**src/rtl/uart_pkg.sv**
```systemverilog
// Shared defaults and receiver state encoding for the UART receive subsystem.
package uart_pkg;
    localparam int DBIT_DEF     = 8;
    localparam int SB_TICK_DEF  = 16;
    localparam int DVSR_DEF     = 1;
    localparam int DVSR_BIT_DEF = 4;
    localparam int FIFO_W_DEF   = 2;

    typedef enum logic [1:0] {
        IDLE  = 2'd0,
        START = 2'd1,
        DATA  = 2'd2,
        STOP  = 2'd3
    } rx_state_e;
endpackage

```
**src/rtl/sync_fifo.sv**
```systemverilog
// Synchronous first-word-fall-through FIFO with registered empty/full flags.
module sync_fifo #(
    parameter int B = 8,
    parameter int W = 2
) (
    input  logic         clk,
    input  logic         rst_n,
    input  logic         rd,
    input  logic         wr,
    input  logic [B-1:0] w_data,
    output logic [B-1:0] r_data,
    output logic         empty,
    output logic         full
);
    logic [B-1:0] mem [2**W];
    logic [W-1:0] w_ptr_q, w_ptr_d, r_ptr_q, r_ptr_d;
    logic [W-1:0] w_succ, r_succ;
    logic         empty_q, empty_d, full_q, full_d;
    logic         wr_en;

    // A write while full is accepted only when a read frees the head slot in the same clock.
    assign wr_en  = wr & (~full_q | rd);
    assign w_succ = w_ptr_q + 1'b1;
    assign r_succ = r_ptr_q + 1'b1;

    always_ff @(posedge clk) begin
        if (wr_en) begin
            mem[w_ptr_q] <= w_data;
        end
    end

    always_comb begin
        w_ptr_d = w_ptr_q;
        r_ptr_d = r_ptr_q;
        empty_d = empty_q;
        full_d  = full_q;
        case ({wr, rd})
            2'b01: begin
                if (!empty_q) begin
                    r_ptr_d = r_succ;
                    full_d  = 1'b0;
                    if (r_succ == w_ptr_q) empty_d = 1'b1;
                end
            end
            2'b10: begin
                if (!full_q) begin
                    w_ptr_d = w_succ;
                    empty_d = 1'b0;
                    if (w_succ == r_ptr_q) full_d = 1'b1;
                end
            end
            2'b11: begin
                if (empty_q) begin
                    w_ptr_d = w_succ;
                    empty_d = 1'b0;
                    full_d  = (w_succ == r_ptr_q);
                end else begin
                    w_ptr_d = w_succ;
                    r_ptr_d = r_succ;
                end
            end
            default: ;
        endcase
    end

    always_ff @(posedge clk or negedge rst_n) begin
        if (!rst_n) begin
            w_ptr_q <= '0;
            r_ptr_q <= '0;
            empty_q <= 1'b1;
            full_q  <= 1'b0;
        end else begin
            w_ptr_q <= w_ptr_d;
            r_ptr_q <= r_ptr_d;
            empty_q <= empty_d;
            full_q  <= full_d;
        end
    end

    assign r_data = mem[r_ptr_q];
    assign empty  = empty_q;
    assign full   = full_q;
endmodule

```
**src/rtl/uart_rx_subsystem.sv**
```systemverilog
// UART receiver: baud tick generator, 16x oversampling receive FSM and a receive FIFO.
module uart_rx_subsystem
    import uart_pkg::*;
#(
    parameter int DBIT     = DBIT_DEF,
    parameter int SB_TICK  = SB_TICK_DEF,
    parameter int DVSR     = DVSR_DEF,
    parameter int DVSR_BIT = DVSR_BIT_DEF,
    parameter int FIFO_W   = FIFO_W_DEF
) (
    input  logic            i_clk,
    input  logic            i_reset_n,
    input  logic            i_rx,
    input  logic            i_rd_uart,
    output logic [DBIT-1:0] o_rd_data,
    output logic            o_rx_empty,
    output logic            o_rx_full,
    output logic            o_tick,
    output logic            o_rx_done_tick
);
    // Tick counter widens to 5 bits so 1.5/2 stop-bit lengths (24/32 ticks) are reachable.
    localparam int S_W = (SB_TICK > 16) ? 5 : 4;
    localparam int N_W = (DBIT > 1) ? $clog2(DBIT) : 1;
    localparam logic [DVSR_BIT-1:0] DVSR_V = DVSR_BIT'(DVSR);

    logic [DVSR_BIT-1:0] baud_q, baud_d;
    logic                tick;

    rx_state_e           state_q, state_d;
    logic [S_W-1:0]      s_q, s_d;
    logic [N_W-1:0]      n_q, n_d;
    logic [DBIT-1:0]     b_q, b_d;
    logic                done;

    assign tick = (baud_q == DVSR_V);

    always_comb begin
        baud_d = tick ? '0 : baud_q + 1'b1;
    end

    always_comb begin
        state_d = state_q;
        s_d     = s_q;
        n_d     = n_q;
        b_d     = b_q;
        done    = 1'b0;
        case (state_q)
            IDLE: begin
                if (!i_rx) begin
                    state_d = START;
                    s_d     = '0;
                end
            end
            START: begin
                if (tick) begin
                    if (s_q == S_W'(7)) begin
                        state_d = DATA;
                        s_d     = '0;
                        n_d     = '0;
                    end else begin
                        s_d = s_q + 1'b1;
                    end
                end
            end
            DATA: begin
                if (tick) begin
                    if (s_q == S_W'(15)) begin
                        s_d = '0;
                        b_d = {i_rx, b_q[DBIT-1:1]};
                        if (n_q == N_W'(DBIT - 1)) state_d = STOP;
                        else                       n_d     = n_q + 1'b1;
                    end else begin
                        s_d = s_q + 1'b1;
                    end
                end
            end
            STOP: begin
                if (tick) begin
                    if (s_q == S_W'(SB_TICK - 1)) begin
                        state_d = IDLE;
                        done    = 1'b1;
                    end else begin
                        s_d = s_q + 1'b1;
                    end
                end
            end
            default: state_d = IDLE;
        endcase
    end

    always_ff @(posedge i_clk or negedge i_reset_n) begin
        if (!i_reset_n) begin
            baud_q  <= '0;
            state_q <= IDLE;
            s_q     <= '0;
            n_q     <= '0;
            b_q     <= '0;
        end else begin
            baud_q  <= baud_d;
            state_q <= state_d;
            s_q     <= s_d;
            n_q     <= n_d;
            b_q     <= b_d;
        end
    end

    sync_fifo #(
        .B (DBIT),
        .W (FIFO_W)
    ) u_fifo (
        .clk    (i_clk),
        .rst_n  (i_reset_n),
        .rd     (i_rd_uart),
        .wr     (done),
        .w_data (b_q),
        .r_data (o_rd_data),
        .empty  (o_rx_empty),
        .full   (o_rx_full)
    );

    assign o_tick         = tick;
    assign o_rx_done_tick = done;
endmodule

```
**config.mk**
```make
export PLATFORM = sky130hd
export DESIGN_NAME = uart_rx_subsystem
export DESIGN_NICKNAME = d
export VERILOG_FILES = /design/src/rtl/uart_pkg.sv /design/src/rtl/sync_fifo.sv /design/src/rtl/uart_rx_subsystem.sv
export SDC_FILE = /design/constraint.sdc
export NUM_CORES = 1
export LEC_CHECK = 0
export ABC_CLOCK_PERIOD_IN_PS = 2950
export CORE_ASPECT_RATIO = 0.6
export CORE_MARGIN = 10
export CORE_UTILIZATION = 47
export DETAILED_ROUTE_END_ITERATION = 10
export GPL_TIMING_DRIVEN = 0
export HOLD_SLACK_MARGIN = 0.03
export PLACE_DENSITY = 0.69
export RECOVER_POWER = 50
export SLEW_MARGIN = 25
export SYNTH_ARGS = -nofsm -noshare
export SYNTH_HDL_FRONTEND = slang
export SYNTH_SLANG_ARGS = --single-unit
```
**constraint.sdc**
```tcl
create_clock -name i_clk -period 2.95 [get_ports i_clk]
set_input_delay 0.295 -clock i_clk [delete_from_list [all_inputs] [get_ports i_clk]]
set_output_delay 0.295 -clock i_clk [all_outputs]
set_load 0.05 [all_outputs]
```
==> results of run 1 <==
[cells in the final DEF (no fill, tap or decap), types with 2 or more instances in the layout]
master           Yosys  final
edfxtp_1            32     32
dfrtp_1             26     26
clkdlybuf4s50_1      0     14
nand2_1             12     12
mux2_2              12     12
ha_1                12     12
clkbuf_8             0      9
inv_1                8      8
mux4_2               8      8
nor2_1               7      7
nand2b_1             6      6
clkbuf_1             3      5
xnor2_1              5      5
and2_1               5      5
nand3_1              4      4
nor3_1               4      4
mux2i_1              4      4
clkinv_2             1      2
nor2_4               2      2
o21ai_0              2      2
nor2b_1              2      2
a2111oi_0            2      2
nand3b_1             2      2
xor2_1               2      2
bufinv_16            0      2
clkinv_1             0      2
[metrics by stage]
stage | area, um^2 | power, uW | setup WS (ns) | util [%] | hold slack, ns
2_1_floorplan | 2690 | 1070 | 0.852 | - | -0.000591
3_3_place_gp | 2940 | 1120 | 0.613 | 52.9 | 0.468
3_5_place_dp | 2940 | 1130 | 0.569 | 52.8 | 0.359
4_1_cts | 3160 | 1900 | 0.204 | 56.7 | 0.497
5_1_grt | 3160 | 1950 | 0.0833 | 56.6 | 0.533
6_report | 3160 | 1870 | 0.228 | 56.6 | 0.493
[path summary, 6_finish.rpt]
check                                    to  slack [ns]  cells after the start
min in group asynchronous         baud_q[1]        0.87                      2
setup reg to reg           u_fifo.mem[0][0]        0.69                      5
setup / recovery             o_rx_done_tick        0.23                      3
max in group asynchronous            s_q[0]        1.21                      2
hold / removal                    baud_q[0]        0.49                      1
hold reg to reg                   baud_q[0]        0.49                      1
[flip-flops by register name, indices dropped and copies added, names as in the netlist]
name and count:
u_fifo.empty 1, b_q 8, u_fifo.w_ptr_q 2, s_q 4
u_fifo.mem 32, baud_q 4, n_q 3, u_fifo.full 1
u_fifo.r_ptr_q 2, state_q 2
[layout make-up]
class | count | area (um^2) | share of cell area (%)
multi-input combinational | 110 | 1000 | 31.8
clock buffer | 10 | 128 | 4.04
sequential | 59 | 1640 | 51.9
buffer | 4 | 16.3 | 0.515
tap | 80 | 100 | 3.17
timing repair buffer | 16 | 154 | 4.88
inverter | 9 | 35.0 | 1.11
clock inverter | 6 | 80.1 | 2.54
[critical path: stages (launching register included)]
cell             delay [ns]
dfrtp_1                0.41
or4b_4                 0.60
nor2_1                 0.24
clkdlybuf4s50_1        0.85
[repair_timing]
action                    CTS  global route
hold endpoints to repair   26             0
setup buffers               0             0
hold buffers                1             0
resized for setup           0             0
[layer usage]
metal  share of wire (%)  global-route usage [%]
met1                  45                    13.8
met2                  48                    18.3
met3                 4.7                    3.79
met4                 1.6                    5.77
met5                   0                       0
[cells by family (layout without fill, tap and decap cells)]
| logic type | count (synthesis) | count (layout) | share of synthesized area (%) |
|---|---|---|---|
| flops | 59 | 59 | 60.8 |
| simple gates | 49 | 49 | 10.5 |
| mux | 25 | 25 | 13.7 |
| compound gates | 17 | 17 | 5.25 |
| buf+inv | 13 | 45 | 1.90 |
| fa+ha+maj | 12 | 12 | 5.57 |
| xor+xnor | 7 | 7 | 2.28 |
[report_power, final]
part	switching [uW]	internal (uW)	leakage (uW)
logic	127	92.9	0.000499
clock network	291	468	0.000101
registers	14.0	879	0.000704
==> flow_metrics.tcl, run 1 <==
set metrics [dict create \
    place_inst 277 \
    die_area_mm2 0.00926 \
    synth_common_cells "32 x edfxtp_1, 26 x dfrtp_1, 12 x ha_1, 12 x mux2_2, 12 x nand2_1" \
    ant_nets 0 \
    crit_path_start "baud_q[1]" \
    pin_count 16 \
    grt_usage_pct 11.5 \
    synth_top_cell_by_area "edfxtp_1" \
    hold_viol_final 0 \
    drtPass1Iterations 4 \
    numCtsBuffers 9 \
    grt_max_degree 28 \
    grt_overflow 0 \
    wire_per_inst_um 16.9 \
    rows 21 \
    synth.most_common_cell "edfxtp_1" \
    r2r-start "baud_q[1]" \
    vias 1545 \
    routabilityCongestion 0.804 \
    syn_avg_cell_area_um2 14.8 \
    cts-root-buf "clkbuf_8" \
    relSlewSlack_pct 0.718 \
    synth-seq-cells 59 \
    ys_seq_area_share_pct 60.8 \
    fp.dieH_um 78.6 \
    synth_edf_count 32 \
    syn-num-nets 198 \
    synth_area_mm2 0.00269 \
    fmax_mhz 367 \
    rsz0062_at_grt "false" \
    yosys_warnings 0 \
    start_util_pct 48.4 \
    clkTransAtPathRegs_ns 0.06 \
    drv_cap 0 \
    n_fill_cell 445 \
    critPathLaunchType "flop" \
    netlist.area_leader.share_pct 35.7 \
    setup_viol 0 \
    hp-class "flop to flop" \
    nNetsFinal 225 \
    ir_worst_vdd_mv 0.264 \
    crit_arrival_ns 2.43 \
    skew_ns 0.00754 \
    grt_pass1_vias 1635 \
    clkSinkCount 59 \
    hold_start "baud_q[0]" \
    num_antenna_cells 0 \
    syn_inst 182 \
    h-tree-depth 3 \
    p_leak_uw 0.00130 \
    cts_tree "done" \
    crit_path_max_fanout 5 \
    grt_antenna_before_repair 0 \
    period_share_pct 92.3 \
    dp_hpwl_um 3520 \
    synth_cell_types 43 \
    grt_pass1_wl_um 8340 \
    outcome "complete, no violations" \
    crit_required_ns 2.65 \
    slew_viol_final 0 \
    drt_iter0_drc 89 \
    die_w_um 118 \
    coreArea_mm2 0.00557 \
    vias_per_cell 5.26 \
    drive_gt1_share_pct 19.6 \
    setup_tns_ns 0 \
    clockBufferDepth 2 \
    crit_type "flop to output port" \
    synth_area_leaders "edfxtp_1 36%, dfrtp_1 24%, mux4_2 6.7%, ha_1 5.6%, mux2_2 5.0%" \
    critPathCaptureType "output port" \
    drc 0 \
    io_buffers 15 \
    wirelength_um 4980 \
    period_minus_slack_ns 2.72 \
    stdcell_count 294 \
    power_density_mw_per_mm2 593 \
    ys_async_sr_fraction_pct 45.8 \
    worst_pin_slew_ns 1.49 \
    clk-insertion-delay-late_ns 0.32 \
    syn_to_final_growth_pct 17.1 \
    synth_flop_cell "edfxtp_1" \
]
Power figures use the tool's default switching activity.
==> run 2, diff against run 1 <==
--- a/config.mk
+++ b/config.mk
@@ -10,9 +10,10 @@
 export CORE_MARGIN = 10
 export CORE_UTILIZATION = 47
 export DETAILED_ROUTE_END_ITERATION = 10
+export DONT_BUFFER_PORTS = 1
 export GPL_TIMING_DRIVEN = 0
 export HOLD_SLACK_MARGIN = 0.03
-export PLACE_DENSITY = 0.69
+export PLACE_DENSITY = 0.66
 export RECOVER_POWER = 50
 export SLEW_MARGIN = 25
 export SYNTH_ARGS = -nofsm -noshare
==> flow_metrics.tcl, run 2 (synthesis results as in run 1) <==
set metrics [dict create \
    regMostFlops "u_fifo.mem" \
    relSlewSlack_pct -4.48 \
    dp_hpwl_um 3410 \
    period_share_pct 84.1 \
    pin_count 16 \
    h-tree-depth 3 \
    start_util_pct 48.4 \
    clk-insertion-delay-late_ns 0.34 \
    cts_tree "done" \
    num_antenna_cells 0 \
    p_leak_uw 0.00125 \
    slew_viol_final 28 \
    numCtsBuffers 9 \
    ir_worst_vdd_mv 0.258 \
    rows 21 \
    top_regs "u_fifo.mem (32), b_q (8)" \
    io_buffers 0 \
    r2r-start "baud_q[1]" \
    nNetsFinal 211 \
    outcome "finished, violations left" \
    cpLargestDelayFamily "simple AND/OR/NAND/NOR gates" \
    drive_gt1_share_pct 22.0 \
    die_w_um 118 \
    coreArea_mm2 0.00557 \
    crit_path_top_delay_cell "nor2_1" \
    post_cts_buffers 0 \
    ant_nets 0 \
    drt_iter0_drc 110 \
    vias 1508 \
    setup_viol 0 \
    hold_start "i_rx" \
    rsz0062_at_grt "false" \
    violations "max-capacitance violations, max-slew violations" \
    grt_antenna_before_repair 0 \
    grt_overflow 0 \
    path_buf_inv 0 \
    wirelength_um 4890 \
    grt_usage_pct 11.1 \
    clkTransAtPathRegs_ns 0.07 \
    timing.hold.ws_ns 0.105 \
    hp-class "primary input to flop" \
    crit_arrival_ns 2.19 \
    drc 0 \
    n_fill_cell 463 \
    wire_per_inst_um 17.5 \
    cts-hold-fix-buffers 2 \
    dp_slack_ns 0.532 \
    fin_ws_ns 0.470 \
    vias_per_cell 5.39 \
    cts-root-buf "clkbuf_8" \
    power_density_mw_per_mm2 624 \
    layout_commonest_cell "edfxtp_1" \
    grt_pass1_wl_um 8050 \
    crit_chain "or4b_4 -> nor2_1" \
    hold_viol_final 0 \
    worst_pin_slew_ns 1.57 \
    clkSinkCount 59 \
    crit_required_ns 2.65 \
    routabilityCongestion 0.770 \
    drv_cap 1 \
    fp.dieH_um 78.6 \
    largest_reg_flops 32 \
    grt_max_degree 28 \
    critPathMaxStageDelay_ns 0.83 \
    multi_input_area_mm2 0.00100 \
    post_cts_resize_count 0 \
    crit_path_max_fanout 5 \
    crit_type "flop to output port" \
    die_area_mm2 0.00926 \
    setup_tns_ns 0 \
    critPathCaptureType "output port" \
    grt_pass1_vias 1579 \
    ff_latch_area_mm2 0.00164 \
    drtPass1Iterations 4 \
    critPathLaunchType "flop" \
    layout_common_cells "32 x edfxtp_1, 26 x dfrtp_1, 12 x nand2_1, 12 x mux2_2, 12 x ha_1" \
    crit_path_start "baud_q[1]" \
    syn_to_final_growth_pct 12.3 \
    clockBufferDepth 2 \
    skew_ns 0.00636 \
    fmax_mhz 403 \
    period_minus_slack_ns 2.48 \
]
-- run 2: changes by cell type in the layout (fill, tap and decap cells not counted) --
| cell | delta |
|---|---|
| dfstp_1 | +1 |
| clkdlybuf4s50_1 | -14 |
| clkbuf_1 | -1 |
| dfstp_2 | -1 |
| clkinvlp_4 | +2 |
| clkinv_2 | +1 |
| clkinv_1 | -2 |
-- run 2: area by class of cell --
cell class | instances | share of cell area, %
well taps | 80 | 3.31
clock buffers | 9 | 4.10
flip-flops and latches | 59 | 54.2
clock inverters | 7 | 3.06
repair buffers | 2 | 0.455
plain buffers | 4 | 0.538
inverters | 9 | 1.16
multi-input cells | 110 | 33.2
-- run 2: power by group --
part	total [uW]	internal, uW	switching, uW
Sequential	893	879	14.1
Combinational	205	79.6	126
Clock	790	471	319
Total	1890	1430	458
-- run 2: path summary, 6_finish.rpt --
check	endpoint	slack, ns	cells past startpoint
worst max-delay path	o_rx_done_tick	0.47	2
worst min-delay path	b_q[7]	0.11	1
worst max register to register	u_fifo.mem[1][4]	0.54	5
worst min register to register	baud_q[0]	0.51	1
max in group asynchronous	b_q[4]	1.12	2
min in group asynchronous	u_fifo.w_ptr_q[0]	0.92	2
-- run 2: metal layers --
metal / track usage [%] / up-vias / wire length (um)
li1: - / 704 / -
met1: 13.2 / 761 / 2210
met2: 17.8 / 38 / 2360
met3: 4.57 / 5 / 269
met4: 4.67 / 0 / 55
met5: 0 / - / 0
-- run 2: through the flow --
stage / std cells / util, % / area [um^2] / total power, uW
floorplan: 182 / - / 2690 / 1070
CTS: 280 / 54.6 / 3040 / 1910
finish: 280 / 54.3 / 3020 / 1890
detailed placement: 262 / 50.2 / 2790 / 1110
global route: 280 / 54.3 / 3020 / 1960
global placement: 262 / 50.2 / 2790 / 1100
